===== config.mk =====
export PLATFORM = sky130hd
export DESIGN_NAME = edac_mem_scrubber
export DESIGN_NICKNAME = d
export VERILOG_FILES = /design/src/rtl/edac_mem_scrubber.sv
export SDC_FILE = /design/constraint.sdc
export NUM_CORES = 1
export LEC_CHECK = 0
export BUFFER_PORTS_ARGS = -buffer_cell sky130_fd_sc_hd__buf_2
export CAP_MARGIN = 20
export CORE_AREA = 8 8 129 83
export CTS_BUF_LIST = sky130_fd_sc_hd__clkbuf_2 sky130_fd_sc_hd__clkbuf_4 sky130_fd_sc_hd__clkbuf_8
export DETAILED_ROUTE_END_ITERATION = 16
export DIE_AREA = 0 0 137 91
export HOLD_SLACK_MARGIN = 0.08
export PLACE_DENSITY = 0.64
export SLEW_MARGIN = 20
export SYNTH_ARGS = -nofsm -noshare
export SYNTH_HDL_FRONTEND = slang
export SYNTH_SLANG_ARGS = --single-unit

===== constraint.sdc =====
create_clock -name clk -period 3.11 [get_ports clk]
set_input_delay 0.933 -clock clk [delete_from_list [all_inputs] [get_ports clk]]
set_output_delay 0.933 -clock clk [all_outputs]
set_load 0.01 [all_outputs]

===== src/rtl/edac_mem_scrubber.sv =====
// Background scrubber for the EDAC-protected RAM.
// The scrubber walks every address during idle slots and reads each word
// through the Hamming decoder. It writes corrected codewords back and keeps
// saturating counts of correctable and uncorrectable errors. The user port
// always wins RAM access.
// Optional build macro EDAC_SCRUB_VERIFY_EN: after each write-back the same
// address is read again. An error on that verify read is treated as a hard
// fault.
module edac_mem_scrubber #(
  parameter int DAT_WIDTH    = 16,
  parameter int PAR_WIDTH    = 5,
  parameter int RAM_LOGDEPTH = 8,
  parameter int RD_LAT       = 1,
  parameter int SCRUB_PERIOD = 255,
  parameter int CNT_WIDTH    = 8
) (
  input  logic                           clk,
  input  logic                           rst,
  input  logic                           en,
  input  logic                           clr_cnt,
  input  logic                           user_busy,
  input  logic                           user_wEn,
  input  logic [RAM_LOGDEPTH-1:0]        user_wA,
  output logic                           scrub_rEn,
  output logic [RAM_LOGDEPTH-1:0]        scrub_rA,
  input  logic [PAR_WIDTH+DAT_WIDTH-1:0] re_code,
  input  logic                           errFlag,
  input  logic                           correctable,
  output logic                           scrub_wEn,
  output logic [RAM_LOGDEPTH-1:0]        scrub_wA,
  output logic [PAR_WIDTH+DAT_WIDTH-1:0] scrub_wD,
  output logic [CNT_WIDTH-1:0]           corr_cnt,
  output logic [CNT_WIDTH-1:0]           uncorr_cnt,
  output logic [RAM_LOGDEPTH-1:0]        uncorr_addr,
  output logic                           uncorr_pulse,
  output logic                           pass_done,
  output logic                           busy
);

  localparam int CW = PAR_WIDTH + DAT_WIDTH;
  localparam int TW = (SCRUB_PERIOD > 0) ? $clog2(SCRUB_PERIOD + 1) : 1;
  localparam int LW = $clog2(RD_LAT + 1);
  localparam logic [TW-1:0]           TIMER_LOAD = TW'(SCRUB_PERIOD);
  localparam logic [LW-1:0]           LAT_LOAD   = LW'(RD_LAT);
  localparam logic [RAM_LOGDEPTH-1:0] LAST_ADDR  = {RAM_LOGDEPTH{1'b1}};
  localparam logic [CNT_WIDTH-1:0]    CNT_MAX    = {CNT_WIDTH{1'b1}};

  typedef enum logic [2:0] {
    IDLE  = 3'd0,
    WAIT  = 3'd1,
    READ  = 3'd2,
    LAT   = 3'd3,
    EVAL  = 3'd4,
    WRITE = 3'd5
  } state_t;

  state_t                  state_r, stateNext_s, resumeState_s;
  logic [RAM_LOGDEPTH-1:0] ptr_r;
  logic [TW-1:0]           timer_r;
  logic [LW-1:0]           latCnt_r;
  logic                    stale_r;
  logic                    snoopHit_s, staleNow_s, hardFault_s;
  logic                    issueRead_s, issueWrite_s, captureWd_s;
  logic                    uncorrEvt_s, advance_s;

  // Counters stick at all-ones instead of wrapping.
  function automatic logic [CNT_WIDTH-1:0] satInc(input logic [CNT_WIDTH-1:0] v);
    if (v == CNT_MAX) satInc = v;
    else              satInc = v + CNT_WIDTH'(1);
  endfunction

  // A user write to the word in flight makes the decoded copy stale.
  assign snoopHit_s    = user_wEn & (user_wA == ptr_r);
  assign staleNow_s    = stale_r | snoopHit_s;
  assign resumeState_s = en ? WAIT : IDLE;

`ifdef EDAC_SCRUB_VERIFY_EN
  logic verify_r;
  // Any error on a verify re-read means the write-back did not take.
  assign hardFault_s = ~correctable | verify_r;
`else
  assign hardFault_s = ~correctable;
`endif

  // The strobes are combinational so they can yield to the user in the same cycle.
  assign scrub_rEn = issueRead_s;
  assign scrub_wEn = issueWrite_s;
  assign scrub_rA  = ptr_r;
  assign scrub_wA  = ptr_r;
  assign busy      = (state_r != IDLE);

  // Next-state and per-cycle action decode.
  always_comb begin
    stateNext_s  = state_r;
    issueRead_s  = 1'b0;
    issueWrite_s = 1'b0;
    captureWd_s  = 1'b0;
    uncorrEvt_s  = 1'b0;
    advance_s    = 1'b0;
    case (state_r)
      IDLE: begin
        if (en) stateNext_s = WAIT;
        else    stateNext_s = IDLE;
      end
      WAIT: begin
        if (timer_r == {TW{1'b0}}) stateNext_s = READ;
        else                       stateNext_s = WAIT;
      end
      READ: begin
        if (user_busy) begin
          stateNext_s = READ;
        end else begin
          issueRead_s = 1'b1;
          stateNext_s = LAT;
        end
      end
      LAT: begin
        if (latCnt_r <= LW'(1)) stateNext_s = EVAL;
        else                    stateNext_s = LAT;
      end
      EVAL: begin
        if (!errFlag) begin
          advance_s   = 1'b1;
          stateNext_s = resumeState_s;
        end else if (hardFault_s) begin
          uncorrEvt_s = 1'b1;
          advance_s   = 1'b1;
          stateNext_s = resumeState_s;
        end else if (staleNow_s) begin
          advance_s   = 1'b1;
          stateNext_s = resumeState_s;
        end else begin
          captureWd_s = 1'b1;
          stateNext_s = WRITE;
        end
      end
      WRITE: begin
        if (staleNow_s) begin
          advance_s   = 1'b1;
          stateNext_s = resumeState_s;
        end else if (user_busy) begin
          stateNext_s = WRITE;
        end else begin
          issueWrite_s = 1'b1;
`ifdef EDAC_SCRUB_VERIFY_EN
          stateNext_s  = READ;
`else
          advance_s    = 1'b1;
          stateNext_s  = resumeState_s;
`endif
        end
      end
      default: begin
        stateNext_s = IDLE;
      end
    endcase
  end

  // State register.
  always_ff @(posedge clk or posedge rst) begin
    if (rst) state_r <= IDLE;
    else     state_r <= stateNext_s;
  end

  // Timers, address pointer, stale tracking and captured write data.
  always_ff @(posedge clk or posedge rst) begin
    if (rst) begin
      timer_r   <= {TW{1'b0}};
      latCnt_r  <= {LW{1'b0}};
      stale_r   <= 1'b0;
      ptr_r     <= {RAM_LOGDEPTH{1'b0}};
      pass_done <= 1'b0;
      scrub_wD  <= {CW{1'b0}};
    end else begin
      if ((state_r == IDLE && en) || advance_s) timer_r <= TIMER_LOAD;
      else if (state_r == WAIT && timer_r != {TW{1'b0}}) timer_r <= timer_r - TW'(1);

      if (issueRead_s) latCnt_r <= LAT_LOAD;
      else if (state_r == LAT && latCnt_r != {LW{1'b0}}) latCnt_r <= latCnt_r - LW'(1);

      if (issueRead_s) stale_r <= snoopHit_s;
      else if (snoopHit_s && (state_r == LAT || state_r == EVAL || state_r == WRITE)) stale_r <= 1'b1;

      pass_done <= advance_s && (ptr_r == LAST_ADDR);
      if (advance_s) ptr_r <= ptr_r + RAM_LOGDEPTH'(1);

      if (captureWd_s) scrub_wD <= re_code;
    end
  end

`ifdef EDAC_SCRUB_VERIFY_EN
  // Marks the re-read that follows a write-back.
  always_ff @(posedge clk or posedge rst) begin
    if (rst)               verify_r <= 1'b0;
    else if (issueWrite_s) verify_r <= 1'b1;
    else if (advance_s)    verify_r <= 1'b0;
  end
`endif

  // Error counters and the uncorrectable report; a clear beats an increment.
  always_ff @(posedge clk or posedge rst) begin
    if (rst) begin
      corr_cnt     <= {CNT_WIDTH{1'b0}};
      uncorr_cnt   <= {CNT_WIDTH{1'b0}};
      uncorr_addr  <= {RAM_LOGDEPTH{1'b0}};
      uncorr_pulse <= 1'b0;
    end else begin
      uncorr_pulse <= uncorrEvt_s;
      if (clr_cnt) begin
        corr_cnt    <= {CNT_WIDTH{1'b0}};
        uncorr_cnt  <= {CNT_WIDTH{1'b0}};
        uncorr_addr <= {RAM_LOGDEPTH{1'b0}};
      end else begin
        if (issueWrite_s) corr_cnt <= satInc(corr_cnt);
        if (uncorrEvt_s) begin
          uncorr_cnt  <= satInc(uncorr_cnt);
          uncorr_addr <= ptr_r;
        end
      end
    end
  end

endmodule


==> results of run 1 <==
-- sequential cells by signal (all words and copies together), names as in the netlist --
register      count
scrub_wD         21
corr_cnt          8
scrub_rA          8
timer_r           8
uncorr_addr       8
uncorr_cnt        8
state_r           3
pass_done         1
stale_r           1
uncorr_pulse      1
-- worst reg2reg max path, stage by stage, from the launching register on --
cell and delay, ns:
dfrtp_1 0.52, and2b_1 0.55, and3_1 0.64, mux2i_1 0.26, nor2_1 0.06
-- area by class of cell --
type	instances	area, sq um	share of cell area, %
Inverter	11	41.29	1.005
Multi-Input combinational cell	201	1486	36.20
Timing Repair Buffer	107	573.1	13.95
Clock inverter	2	10.01	0.2438
Tap cell	116	145.1	3.534
Sequential cell	67	1677	40.83
Clock buffer	14	173.9	4.235
-- per-stage QoR --
step	total power [mW]	util, %	hold slack, ns
after floorplan	0.9189	-	0.4749
after global placement	0.9546	44.32	0.4820
after detailed placement	0.9558	44.32	0.4875
after CTS	1.645	46.40	0.5039
after global routing	1.682	46.40	0.5172
final	1.609	46.40	0.4994
-- metal layers --
metal	track usage, %	wire (um)	vias up
li1	-	-	1238
met1	17.24	3829	1268
met2	20.80	3680	70
met3	4.015	436	8
met4	4.320	104	0
met5	0	0	-
-- cell usage after synthesis (4+ instances only) --
master / n / area share, %
dfrtp_1: 67 / 50
nor2_1: 25 / 2.8
mux2_2: 24 / 8.1
xnor2_1: 22 / 5.8
nand2_1: 18 / 2.0
nand3_1: 14 / 2.1
buf_4: 11 / 2.5
inv_1: 11 / 1.2
a21oi_1: 10 / 1.5
and3_1: 9 / 1.7
mux2i_1: 9 / 2.7
nor3_1: 6 / 0.90
nand4_1: 5 / 0.94
buf_2: 4 / 0.60
ha_1: 4 / 1.5
o21ai_0: 4 / 0.60
o31ai_1: 4 / 0.90
or4_1: 4 / 0.90
-- power by group through the flow --
stage | logic (mW) | clock network [mW] | registers [mW]
6_report | 0.0652 | 0.673 | 0.871
5_1_grt | 0.0745 | 0.738 | 0.870
4_1_cts | 0.0684 | 0.706 | 0.871
3_5_place_dp | 0.0681 | 0 | 0.888
3_3_place_gp | 0.0670 | 0 | 0.888
2_1_floorplan | 0.0312 | 0 | 0.888
-- worst paths after layout --
path | endpoint
max in group asynchronous | scrub_wD[17]
max | scrub_wEn
min | scrub_wD[19]
min in group asynchronous | scrub_wD[16]
max reg2reg | uncorr_addr[1]
min reg2reg | scrub_wD[19]
-- cells by family after synthesis --
group	count (synthesis)	share of synthesized area, %
compound gates	35	8.306
fa+ha+maj	4	1.503
flops	67	50.36
simple gates	104	17.44
mux	33	10.82
xor+xnor	25	6.576
buf+inv	30	4.998
==> out/qor.yml, run 1 <==
status: "finished clean"
syn-num-nets: 339
tns_ns: 0
setup.worst_path.start: "user_wA[5]"
rr_startpoint: "state_r[1]"
root_buffer: "clkbuf_8"
cts_resized: 0
reg2reg_slack_ns: 0.93
antennaDiodeCount: 0
whs_path_depth: 1
clock_latency_ns: 0.34
cts_max_level: 3
port_buffers: 102
num_rows: 27
final_nets: 438
grt_pass1_wl_um: 13380
clkPwrFrac_pct: 41.8
worstSetupPathType: "primary input to output pin"
power_frac_comb_pct: 4.1
cp-start-kind: "primary input"
clock.fmax_mhz: 343.3
grt-ovfl-total: 0
async_flop_share_pct: 100.0
cp.required_ns: 2.18
cts_buffers: 9
layout_commonest_cell: "buf_2"
critical_path.max_stage_delay_ns: 0.34
path_clk_slew_ns: 0.07
yosys.cell_types.count: 51
finClkSkew_ns: 0.007789
dp_hpwl_um: 6065
drt_wl_total_um: 8051
netSwitchingFraction_pct: 22.01
synth.avg_cell_area_sq_um: 11.17
clkSinkCount: 67
cp.arrival_ns: 1.98
setup_viol: 0
synth_edf_count: 0
path_buf_inv: 2
post_cts.repair.setup_buffers: 0
die_w_um: 137
antenna_found_initial: 0
tightest_slew_ns: 0.7560
drtPass1Iterations: 4
drc: 0
core-area_sq_mm: 0.008851
fillers: 870
finalMaxSlewViolations: 0
syn_to_final_growth_pct: 23.34
grt_use_total_pct: 13.31
placed_area_sq_mm: 0.003923
worstPathCellList: "buf_2 -> xnor2_1 -> nand3_2 -> o31ai_2 -> nor2_1 -> buf_2"
setup_slack_ns: 0.1973
post-route-period-util_pct: 93.65
p_switching_mw: 0.3542
worst_path_max_delay_cell: "o31ai_2"
netlist_area_sq_mm: 0.003329
hp-class: "flop to flop"
p_int_mw: 1.255
die-area_sq_mm: 0.01247
gp_congestion: 0.8075
drive_above_1_share_pct: 39.55
instances_no_fill: 518
slew_headroom_pct: 49.13
cts_buffer_depth: 2
ys_seq_area_share_pct: 50.36
place_ws_ns: 0.1580
hold_buffers: 0
hp-start: "scrub_wD[19]"
worstSetupPathDepth: 6
viasPerCell: 4.988
finalCriticalPeriod_ns: 2.913
initial_core_util_pct: 37.62
crit_path_end_kind: "output pin"
placed_cells: 502
finalInstanceArea_sq_mm: 0.004106
synthCells: 298
grt_pass1_vias: 2733
grt_max_degree: 41
power_density_mw_per_mm2: 391.9
ir_drop_mv: 0.1713
ys.warnings.count: 0
final_cell_mix: "102 x buf_2, 67 x dfrtp_1, 25 x nor2_1"
pwr-share-seq_pct: 54.1
route.vias.total: 2584
dieHeight_um: 91
rsz0062_at_grt: "false"
crit_top_cell: "buf_2"
cp_top_family: "compound AO/OA/AOI/OAI gates"
cts_tree: "built"
ant_nets: 0
drt_iter0_drc: 144
ys.flop_type: "dfrtp_1"
ys_ff_latch: 67
p_leak_nw: 2.101
wl_per_cell_um: 15.54
ff2ff_path_depth: 4
max-cap-violations: 0
path_max_fanout: 4
ios: 103
hold_violations: 0
(Power assumes the default switching activity.)
==> run 2, diff against run 1 <==
Settings changed: SKIP_CTS_REPAIR_TIMING from default to 1.
Clock period 3.11 ns to 3.4 ns, I/O delays scaled along.
==> run 2 against run 1 <==
  * First-iteration DRC count grew 37%
  * Design area shrank 0.15%
  * Clock power shrank 2%
  * Sequential cell count is the same
  * Wire length shrank 3.2%
  * Clock skew shrank 0.0040 ns
  * Count of clock-buffer cells in the layout shrank 3
  * Largest power group unchanged
  * Worst hold slack is essentially flat
  * Register-to-register slack gained 0.30 ns
==> out/qor.yml, run 2 (synthesis gave the netlist of run 1 again) <==
tightest_slew_ns: 0.7376  # was 0.7560 ns
grt_use_total_pct: 13.05  # was 13.31%
rsz0062_at_grt: "false"  # unchanged
power_density_mw_per_mm2: 369.1  # was 391.9 mW/mm^2
num_rows: 27  # unchanged
antenna_found_initial: 0  # unchanged
path_clk_slew_ns: 0.07  # about the same
ff2ff_path_depth: 6  # was 4
wl_per_cell_um: 15.07  # was 15.54 um
grt_max_degree: 36  # was 41
slew_headroom_pct: 50.38  # was 49.13%
drive_above_1_share_pct: 39.40  # was 39.55%
finClkSkew_ns: 0.003793  # was 0.007789 ns
r2r-end: "scrub_wD[7]"  # was uncorr_addr[1]
p_leak_nw: 2.092  # was 2.101 nW
cts_buffers: 9  # unchanged
worstSetupPathDepth: 6  # unchanged
hp-class: "flop to flop"  # unchanged
largest_reg_flops: 21  # unchanged
cts_max_level: 3  # unchanged
final_nets: 437  # was 438
setup_viol: 0  # unchanged
route.vias.total: 2521  # was 2584
worst_path_max_delay_cell: "o31ai_2"  # unchanged
post-route-period-util_pct: 91.38
pwr-share-seq_pct: 52.6  # was 54.1%
tns_ns: 0  # unchanged
dieHeight_um: 91  # unchanged
setup.worst_path.start: "user_wA[6]"  # was user_wA[5]
cp.arrival_ns: 2.09  # was 1.98 ns
syn_to_final_growth_pct: 23.15  # was 23.34%
worstPathCellList: "buf_2 -> xnor2_1 -> nand4_2 -> o31ai_2 -> nor2_1 -> buf_2"  # was buf_2 -> xnor2_1 -> nand3_2 -> o31ai_2 -> nor2_1 -> buf_2
max-cap-violations: 0  # unchanged
drc: 0  # unchanged
reg2reg_slack_ns: 1.23  # was 0.93 ns
cp.required_ns: 2.38  # was 2.18 ns
finalCriticalPeriod_ns: 3.107
clkSinkCount: 67  # unchanged
final_cell_mix: "102 x buf_2, 67 x dfrtp_1, 25 x nor2_1"  # unchanged
path_buf_inv: 2  # unchanged
crit_path_end_kind: "output pin"  # unchanged
clkPwrFrac_pct: 43.4  # was 41.8%
crit_top_cell: "buf_2"  # unchanged
cts_buffer_depth: 2  # unchanged
root_buffer: "clkbuf_8"  # unchanged
critical_path.max_stage_delay_ns: 0.33  # was 0.34 ns
core-area_sq_mm: 0.008851  # unchanged
clock_latency_ns: 0.34  # about the same
cp_top_family: "compound AO/OA/AOI/OAI gates"  # unchanged
ios: 103  # unchanged
netSwitchingFraction_pct: 21.81  # was 22.01%
initial_core_util_pct: 37.62  # unchanged
port_buffers: 102  # unchanged
cp-start-kind: "primary input"  # unchanged
drt_iter0_drc: 197  # was 144
cts_tree: "built"  # unchanged
layout_commonest_cell: "buf_2"  # unchanged
drt_wl_total_um: 7790  # was 8051 um
finalInstanceArea_sq_mm: 0.004100  # was 0.004106 sq mm
placed_area_sq_mm: 0.003902  # was 0.003923 sq mm
power_frac_comb_pct: 3.9  # was 4.1%
die-area_sq_mm: 0.01247  # unchanged
viasPerCell: 4.876  # was 4.988
crit_end: "scrub_wEn"  # unchanged
die_w_um: 137  # unchanged
gp_congestion: 0.8039  # was 0.8075
status: "finished clean"  # unchanged
antennaDiodeCount: 0  # unchanged
grt-ovfl-total: 0  # unchanged
ir_drop_mv: 0.2270  # was 0.1713 mV
dp_hpwl_um: 5856  # was 6065 um
finalMaxSlewViolations: 0  # unchanged
hold_violations: 0  # unchanged
worstSetupPathType: "primary input to output pin"  # unchanged
grt_pass1_vias: 2582  # was 2733
p_switching_mw: 0.3301  # was 0.3542 mW
grt_pass1_wl_um: 13010  # was 13380 um
path_max_fanout: 4  # unchanged
p_int_mw: 1.183  # was 1.255 mW
rr_startpoint: "scrub_rA[2]"  # was state_r[1]
top_register: "scrub_wD"  # unchanged
clock.fmax_mhz: 321.9
drtPass1Iterations: 4  # unchanged
ant_nets: 0  # unchanged
==> run 2: worst min-delay path by stage <==
stage	start	end	slack [ns]	cells past startpoint
floorplan	timer_r[6]	timer_r[6]	0.47	2
global placement	scrub_wD[7]	scrub_wD[7]	0.48	1
detailed placement	scrub_wD[10]	scrub_wD[10]	0.49	1
CTS	scrub_wD[10]	scrub_wD[10]	0.50	1
global route	scrub_wD[10]	scrub_wD[10]	0.51	1
finish	scrub_wD[10]	scrub_wD[10]	0.50	1
==> run 2: stage by stage <==
step / hold WS (ns) / cells / power (mW) / worst slack (ns) / utilization, %
final: 0.4998 / 517 / 1.513 / 0.2932 / 46.32
after detailed placement: 0.4877 / 501 / 0.8731 / 0.2613 / 44.09
after CTS: 0.5042 / 517 / 1.545 / 0.2577 / 46.32
after global routing: 0.5104 / 517 / 1.592 / 0.1860 / 46.32
after global placement: 0.4826 / 501 / 0.8724 / 0.2978 / 44.09
after floorplan: 0.4749 / 298 / 0.8406 / 0.3840 / -
==> run 2: routing by layer <==
layer	share of wire (%)	vias to the layer above	GRT usage (%)
met5	0	-	0
met4	1.3	0	5.221
met3	6.2	8	4.565
met2	44	65	19.38
met1	48	1209	17.01
li1	-	1239	-
==> run 2: area by class of cell <==
cell class,count,area [sq um]
clock buffer,11,145.1
timing repair buffer,106,553.0
multi-input combinational,201,1486
clock inverter,5,52.55
fill,871,4751
inverter,11,41.29
tap,116,145.1
sequential,67,1677
==> run 2: power by group through the flow <==
| stage | Combinational, mW | Clock [mW] | Sequential, mW |
|---|---|---|---|
| finish | 0.0591 | 0.658 | 0.797 |
| global route | 0.0670 | 0.729 | 0.796 |
| CTS | 0.0613 | 0.687 | 0.796 |
| detailed placement | 0.0611 | 0 | 0.812 |
| global placement | 0.0605 | 0 | 0.812 |
| floorplan | 0.0285 | 0 | 0.812 |
